[src/rtl/mult_share_pkg.sv]
// Shared types, default parameters and round-robin selection for mult_share_sched.
package mult_share_pkg;

  typedef enum logic [1:0] {
    IDLE   = 2'd0,
    SETTLE = 2'd1,
    RESP   = 2'd2
  } state_t;

  localparam int DEF_WIDTH         = 2;
  localparam int DEF_N_REQ         = 4;
  localparam int DEF_SETTLE_CYCLES = 1;
  localparam int DEF_IDW           = 2;
  localparam int MAX_REQ           = 32;

  // Lowest offset from ptr with a set valid bit wins; returns 0 when nothing is valid.
  function automatic int unsigned rr_pick(input logic [MAX_REQ-1:0] valid,
                                          input int unsigned ptr,
                                          input int unsigned n);
    int unsigned idx;
    rr_pick = 32'd0;
    for (int k = MAX_REQ - 1; k >= 0; k--) begin
      if (32'(k) < n) begin
        idx = (ptr + 32'(k)) % n;
        if (valid[idx]) begin
          rr_pick = idx;
        end
      end
    end
  endfunction

endpackage

[src/rtl/multiplier.sv]
// Combinational unsigned multiplier; stands in for the candidate netlist under evaluation.
module multiplier #(
  parameter int WIDTH = 2
) (
  input  logic [WIDTH-1:0]   A,
  input  logic [WIDTH-1:0]   B,
  output logic [2*WIDTH-1:0] P
);

  assign P = {{WIDTH{1'b0}}, A} * {{WIDTH{1'b0}}, B};

endmodule

[src/rtl/mult_share_sched.sv]
// Round-robin scheduler time-sharing one combinational multiplier among N_REQ
// requesters, with a settle window before the product is sampled.
module mult_share_sched
  import mult_share_pkg::*;
#(
  parameter int WIDTH         = DEF_WIDTH,
  parameter int N_REQ         = DEF_N_REQ,
  parameter int SETTLE_CYCLES = DEF_SETTLE_CYCLES,
  parameter int IDW           = DEF_IDW
) (
  input  logic                   clk,
  input  logic                   rst,
  input  logic [N_REQ-1:0]       req_valid,
  output logic [N_REQ-1:0]       req_ready,
  input  logic [N_REQ*WIDTH-1:0] req_a,
  input  logic [N_REQ*WIDTH-1:0] req_b,
  output logic                   rsp_valid,
  input  logic                   rsp_ready,
  output logic [IDW-1:0]         rsp_id,
  output logic [2*WIDTH-1:0]     rsp_p,
  output logic                   busy,
  output logic [15:0]            op_count
);

  localparam int CW = (SETTLE_CYCLES > 1) ? $clog2(SETTLE_CYCLES) : 1;

  state_t             state;
  logic [IDW-1:0]     ptr;
  logic [IDW-1:0]     id;
  logic [CW-1:0]      cnt;
  logic [WIDTH-1:0]   op_a;
  logic [WIDTH-1:0]   op_b;
  logic [2*WIDTH-1:0] prod;
  logic [MAX_REQ-1:0] valid_ext;
  logic [IDW-1:0]     grant;
  logic               any_valid;

  multiplier #(.WIDTH(WIDTH)) u_mult (
    .A (op_a),
    .B (op_b),
    .P (prod)
  );

  // Widen the valid mask to the fixed width the pick function expects.
  always_comb begin
    valid_ext = '0;
    valid_ext[N_REQ-1:0] = req_valid;
  end

  assign any_valid = |req_valid;
  assign grant     = IDW'(rr_pick(valid_ext, 32'(ptr), N_REQ));

  // Accept strobe is only offered while idle.
  always_comb begin
    req_ready = '0;
    if (state == IDLE && any_valid) begin
      req_ready[grant] = 1'b1;
    end else begin
      req_ready = '0;
    end
  end

  // Control FSM with registered response, busy flag and completion counter.
  always_ff @(posedge clk or posedge rst) begin
    if (rst) begin
      state     <= IDLE;
      ptr       <= '0;
      id        <= '0;
      cnt       <= '0;
      op_a      <= '0;
      op_b      <= '0;
      rsp_valid <= 1'b0;
      rsp_id    <= '0;
      rsp_p     <= '0;
      busy      <= 1'b0;
      op_count  <= 16'd0;
    end else begin
      case (state)
        IDLE: begin
          if (any_valid) begin
            op_a  <= req_a[grant*WIDTH +: WIDTH];
            op_b  <= req_b[grant*WIDTH +: WIDTH];
            id    <= grant;
            cnt   <= '0;
            busy  <= 1'b1;
            state <= SETTLE;
          end
        end
        SETTLE: begin
          cnt <= cnt + 1'b1;
          if (cnt == CW'(SETTLE_CYCLES - 1)) begin
            rsp_p     <= prod;
            rsp_id    <= id;
            rsp_valid <= 1'b1;
            state     <= RESP;
          end
        end
        RESP: begin
          if (rsp_ready) begin
            rsp_valid <= 1'b0;
            busy      <= 1'b0;
            op_count  <= op_count + 16'd1;
            ptr       <= (id == IDW'(N_REQ - 1)) ? '0 : id + 1'b1;
            state     <= IDLE;
          end
        end
        default: begin
          rsp_valid <= 1'b0;
          busy      <= 1'b0;
          state     <= IDLE;
        end
      endcase
    end
  end

endmodule

[config.mk]
export PLATFORM = sky130hd
export DESIGN_NAME = mult_share_sched
export DESIGN_NICKNAME = d
export VERILOG_FILES = /design/src/rtl/mult_share_pkg.sv /design/src/rtl/multiplier.sv /design/src/rtl/mult_share_sched.sv
export SDC_FILE = /design/constraint.sdc
export NUM_CORES = 1
export LEC_CHECK = 0
export CELL_PAD_IN_SITES_DETAIL_PLACEMENT = 1
export CELL_PAD_IN_SITES_GLOBAL_PLACEMENT = 1
export CORE_ASPECT_RATIO = 0.5
export CORE_MARGIN = 3
export CORE_UTILIZATION = 32
export CTS_BUF_LIST = sky130_fd_sc_hd__clkbuf_16
export CTS_CLUSTER_SIZE = 16
export DETAILED_ROUTE_END_ITERATION = 10
export PLACE_DENSITY = 0.79
export REMOVE_ABC_BUFFERS = 1
export SLEW_MARGIN = 20
export SYNTH_ARGS = -nofsm -noshare
export SYNTH_HDL_FRONTEND = slang
export SYNTH_SLANG_ARGS = --single-unit
[constraint.sdc]
create_clock -name clk -period 1.91 [get_ports clk]
set_input_delay 0.2865 -clock clk [delete_from_list [all_inputs] [get_ports clk]]
set_output_delay 0.2865 -clock clk [all_outputs]
set_load 0.1 [all_outputs]
==> qor.yml, run 1 <==
hp-class: "in -> async"
r2r_slack_ns: 0.12
diodes: 0
cts_buffers: 5
finalHoldViolCount: 0
gp_congestion: 0.773
path_clk_slew_ns: 0.05
worst_pin_slew_ns: 0.449
grt_start_max_net_pins: 36
worst-setup-path-type: "reg -> out"
synth_ff_type: "dfrtp_1"
r2r-start: "ptr[1]"
cp-start-kind: "flop"
routedWlPerCell_um: 15.2
dieArea_sq_um: 6540
vias_per_cell: 4.84
fin_crit_ns: 2.00
end_kind: "primary output"
clock-sinks: 35
ys_ff_latch: 35
drtAntennaViolNets: 0
violations: "setup timing"
clock_latency_ns: 0.28
h-tree-depth: 2
p_per_area_nw_per_um2: 1700
antenna_found_initial: 0
grt_pass1_wl_um: 8330
p_leak_nw: 1.26
rsz0062_at_grt: "true"
synth_cells: 178
first_pass_iters: 4
nFillCells: 599
ys_seq_area_share_pct: 49.3
synth-edff-count: 0
stdcell_count: 323
initial_core_util_pct: 34.6
cp.arrival_ns: 1.71
netlist.top_cell.by_area: "dfrtp_1"
finalMaxSlewViolations: 0
clock_path_buffers: 2
synth_cell_types: 37
vdd.ir_drop.worst_uv: 802
die_h_um: 58.7
setup_viol: 4
drive_gt1_share_pct: 28.5
worstPathRequired_ns: 1.62
dp.cells: 315
first_global_vias: 1693
synth_common_cells: "40 x nand2_1, 35 x dfrtp_1, 14 x nand3_1"
drtIter0Drc: 97
ios: 51
status: "finished with violations"
ys_warn_count: 0
track_usage_pct: 16.1
synthDominantCellAreaShare_pct: 49.3
core.rowCount: 18
finalCritPeriodShare_pct: 105
dieWidth_um: 111
skew_ns: 0.00542
yosysMostFrequentCell: "nand2_1"
core_area_sq_um: 5130
final_util_pct: 52.1
overflow: 0
cp_max_fo: 6
async_flop_share_pct: 100
dp_hpwl_um: 3750
area_growth_pct: 50.6
max_freq_mhz: 500
reg2reg_to: "op_a[0]"
fin_ws_ns: -0.0891
fin_nets: 279
wl_um: 4910
synth_area_leaders: "dfrtp_1 49%, nand2_1 8.4%, xnor2_1 5.4%"
synth_area_per_cell_sq_um: 9.99
syn-cell-area_sq_um: 1780
drcViolationCount: 0
slew_headroom_pct: 70.1
cts_tree: "built"
maxCapViolations: 0
reg2regPathDepth: 6
clockRootBuffer: "clkbuf_16"
port_buffers: 50
vias: 1562
-- metrics by stage --
| stage | total power [mW] | cell area [sq um] | TNS [ns] | hold slack, ns | setup WS (ns) |
|---|---|---|---|---|---|
| finish | 4.55 | 2680 | -0.259 | 0.407 | -0.0891 |
| global route | 4.81 | 2680 | -0.609 | 0.468 | -0.168 |
| CTS | 4.56 | 2660 | -0.192 | 0.431 | -0.0936 |
| detailed placement | 3.74 | 2490 | -2.45 | 0.472 | -0.383 |
| global placement | 3.64 | 2490 | -1.93 | 0.462 | -0.376 |
| floorplan | 2.91 | 1770 | -3.88 | 0.395 | -1.41 |
-- state kept, by name, summed over array words and instances (netlist names), 2 cells and up --
name      cells
op_b          2
op_a          2
state         2
op_count     16
id            2
rsp_id        2
ptr           2
rsp_p         4
-- layout make-up --
class	instances	area (sq um)	share of cell area [%]
clock inverters	3	11.3	0.421
well taps	70	87.6	3.27
multi-input cells	137	923	34.5
inverters	4	15.0	0.561
clock buffers	5	125	4.67
flip-flops and latches	35	877	32.8
repair buffers	69	638	23.8
-- timing repair --
item	CTS	global route
gates resized for setup	15	3
hold buffers	0	0
setup endpoints to repair	8	4
pin swaps	1	1
setup buffers	0	0
-- worst max-delay path: stages, from the launching register on --
cell and delay (ns):
dfrtp_2 0.46, mux2i_4 0.31, nor2_4 0.07, nor2_8 0.16
and3_1 0.25, buf_12 0.19
-- layout by cell type, fill, tap and decap left out, types with 5 or more instances in the layout --
cell type	count
clkbuf_16	5
inv_1	5
buf_4	40
nand2_1	39
buf_12	5
clkdlybuf4s50_1	18
xnor2_1	11
o21ai_0	7
nand3_1	14
nor2_1	8
dfrtp_1	34
-- power by group --
group / internal, mW / total [mW] / switching [mW] / leakage, nW
Sequential: 0.977 / 1.22 / 0.243 / 0.447
Clock: 0.468 / 0.750 / 0.282 / 0.0701
Combinational: 0.863 / 2.58 / 1.71 / 0.742
-- logic make-up (layout without fill, tap and decap cells) --
kind of cell               count (synthesis)  in the layout  share of synthesized area [%]
and+or+nand+nor                           91             91                           25.4
DFF                                       35             35                           49.3
AOI/OAI and AO/OA                         22             22                           9.85
xor gates and xnor gates                  15             15                           7.39
buffers and inverters                      6             81                           1.34
muxes                                      5              5                           3.94
adders and majority gates                  4              4                           2.82
-- worst max-delay path by stage --
stage | endpoint | from | slack [ns] | cells after the start
2_1_floorplan | req_ready[0] | ptr[0] | -1.41 | 4
3_3_place_gp | req_ready[0] | req_valid[2] | -0.38 | 7
3_5_place_dp | req_ready[0] | req_valid[2] | -0.38 | 7
4_1_cts | req_ready[0] | ptr[1] | -0.09 | 6
5_1_grt | req_ready[3] | ptr[1] | -0.17 | 5
6_report | req_ready[3] | ptr[1] | -0.09 | 5
-- metal layers --
metal	up-vias	share of wire, %	wire length [um]	track usage, %
li1	762	-	-	-
met2	50	50	2450	28.6
met1	740	43	2130	19.3
met4	0	2.0	100	5.37
met3	10	4.7	231	4.52
met5	-	0	0	0
Power figures use the tool's default switching activity.
==> run 2: changes to the inputs <==
- CELL_PAD_IN_SITES_DETAIL_PLACEMENT: 1 -> default
- CELL_PAD_IN_SITES_GLOBAL_PLACEMENT: 1 -> default
- PLACE_DENSITY: 0.79 -> 0.65
==> run 2 against run 1 <==
  * The flow still finishes with violations (setup timing)
  * Sequential power hardly changed
  * Hold slack improved by 0.0077 ns
  * Highest routed layer unchanged
  * Critical path depth stayed put
  * Global-route usage decreased by 2.7 points
  * Design area rose by 1.4%
  * Register-to-register slack gained 0.02 ns
==> qor.yml, run 2 (synthesis gave the netlist of run 1 again) <==
rsz0062_at_grt: "true"
worstPathRequired_ns: 1.62  # about the same
vias: 1497  # -4.2%
max_freq_mhz: 505  # +0.90%
cp-start-kind: "input port"
h-tree-depth: 2  # unchanged
p_seq_share_pct: 26.6  # -0.3 points
gp_congestion: 0.836  # +8.1%
finalCritPeriodShare_pct: 104  # -0.94 points
area_growth_pct: 52.7
cts_tree: "built"
dp_hpwl_um: 3190  # -15%
reg_top3: "op_count x16, rsp_p x4"
setup_viol: 4  # unchanged
top_register: "op_count"
p_comb_share_pct: 57.1  # +0.5 points
end_kind: "primary output"
cp_max_fo: 3  # -3
clock-sinks: 35  # unchanged
first_global_vias: 1538  # -9.2%
drive_gt1_share_pct: 29.1  # +0.68 points
power.total_mw: 4.51  # -0.89%
whs_ns: 0.415  # +0.00770 ns
diodes: 0  # unchanged
drcViolationCount: 0  # unchanged
p_switching_mw: 2.19  # -2.3%
p_leak_nw: 1.26  # +0.41%
finish.instance_area_sq_um: 2720  # +1.4%
worst_pin_slew_ns: 0.432  # -0.0172 ns
initial_core_util_pct: 34.6  # unchanged
dp.cells: 316  # +0.32%
routedWlPerCell_um: 12.5  # -18%
wl_met1_um: 2010  # -5.8%
wl_um: 4060  # -17%
swShare_pct: 48.5  # -0.72 points
core_area_sq_um: 5130  # unchanged
dieWidth_um: 111  # unchanged
drtAntennaViolNets: 0  # unchanged
p_per_area_nw_per_um2: 1660  # -2.3%
p_int_mw: 2.32  # +0.51%
vias_per_cell: 4.62  # -4.5%
top_layer: "met4"
clock_latency_ns: 0.27  # about the same
clock_path_buffers: 2  # unchanged
skew_ns: 0.00111  # -0.00432 ns
place_ws_ns: -0.313  # +0.0693 ns
core.rowCount: 18  # unchanged
antenna_found_initial: 0  # unchanged
layout_commonest_cell: "buf_4"
met2_wirelength_um: 1850  # -24%
first_pass_iters: 4  # unchanged
cts_hold_buf: 0  # unchanged
place_area_sq_um: 2510  # +0.80%
grt_start_max_net_pins: 36  # unchanged
hp-class: "in -> async"
finalHoldViolCount: 0  # unchanged
drtIter0Drc: 52  # -46%
die_h_um: 58.7  # unchanged
overflow: 0  # unchanged
vdd.ir_drop.worst_uv: 605  # -25%
finalMaxSlewViolations: 0  # unchanged
fin_crit_ns: 1.98  # -0.0179 ns
largest_reg_flops: 16  # unchanged
path_clk_slew_ns: 0.05  # about the same
cts_buffers: 5  # unchanged
slew_headroom_pct: 71.2  # +1.1 points
cp.arrival_ns: 1.69  # -0.02 ns
clockRootBuffer: "clkbuf_16"
fin_ws_ns: -0.0712  # +0.0179 ns
port_buffers: 50  # unchanged
worst-setup-path-type: "in -> out"
maxCapViolations: 0  # unchanged
met3_length_um: 169  # -27%
stdcell_count: 324  # +0.31%
mostFrequentLayoutCells: "41 x buf_4, 39 x nand2_1, 34 x dfrtp_1"
ios: 51  # unchanged
fin_nets: 280  # +0.36%
grt_pass1_wl_um: 7130  # -14%
violations: "setup timing"
clkPwrFrac_pct: 16.2  # -0.3 points
dieArea_sq_um: 6540  # unchanged
track_usage_pct: 13.4  # -2.7 points
status: "finished with violations"
post_cts_buffers: 0  # unchanged
-- run 2: cell types whose count changed in the layout (fill, tap and decap cells not counted), sizes merged --
cell,delta
buf,+1
clkdlybuf4s50,+1
dlygate4sd2,-1
-- run 2: per-layer routing --
metal / vias to the layer above / global-route usage [%]
met5: - / 0
met4: 0 / 3.99
met3: 4 / 3.18
met2: 32 / 22.4
met1: 695 / 17.7
li1: 766 / -
-- run 2: critical path, cell delays in order --
cell and delay (ns):
clkdlybuf4s50_1 0.53, nor4_2 0.08, or3_1 0.37, nor3_4 0.22, buf_12 0.20
-- run 2: layout make-up --
| type | instances | area [sq um] |
|---|---|---|
| inverters | 4 | 15.0 |
| repair buffers | 70 | 656 |
| well taps | 70 | 87.6 |
| clock inverters | 3 | 11.3 |
| fillers | 478 | 2420 |
| flip-flops and latches | 35 | 877 |
| clock buffers | 5 | 125 |
| multi-input cells | 137 | 943 |
-- run 2: power groups by stage --
stage	logic, mW	registers [mW]	clock network, mW
detailed placement	2.50	1.20	0
global placement	2.46	1.19	0
global route	2.75	1.24	0.793
finish	2.57	1.20	0.732
CTS	2.57	1.19	0.755
floorplan	0.921	1.99	0
-- run 2: timing repair --
| action | 4_1_cts | 5_1_grt |
|---|---|---|
| endpoints found under the hold margin | 0 | 0 |
| pin swaps | 1 | 0 |
| gates resized for setup | 16 | 2 |
| gates cloned | 0 | 0 |
| setup endpoints to repair | 4 | 4 |
-- run 2: worst paths after layout --
kind / startpoint / end / slack [ns] / cells after the start
min: rst / rsp_p[3] / 0.41 / 3
min in group clk: op_count[15] / op_count[15] / 0.48 / 1
max: req_valid[3] / req_ready[0] / -0.07 / 5
min reg2reg: op_count[15] / op_count[15] / 0.48 / 1
max in group asynchronous: rst / ptr[1] / 1.17 / 3
max reg2reg: ptr[1] / op_b[0] / 0.14 / 6
-- run 2: metrics by stage --
stage	util (%)	setup TNS (ns)
5_1_grt	52.9	-0.520
6_report	52.9	-0.242
3_3_place_gp	48.9	-2.01
4_1_cts	52.6	-0.172
3_5_place_dp	48.9	-2.18
2_1_floorplan	-	-3.88
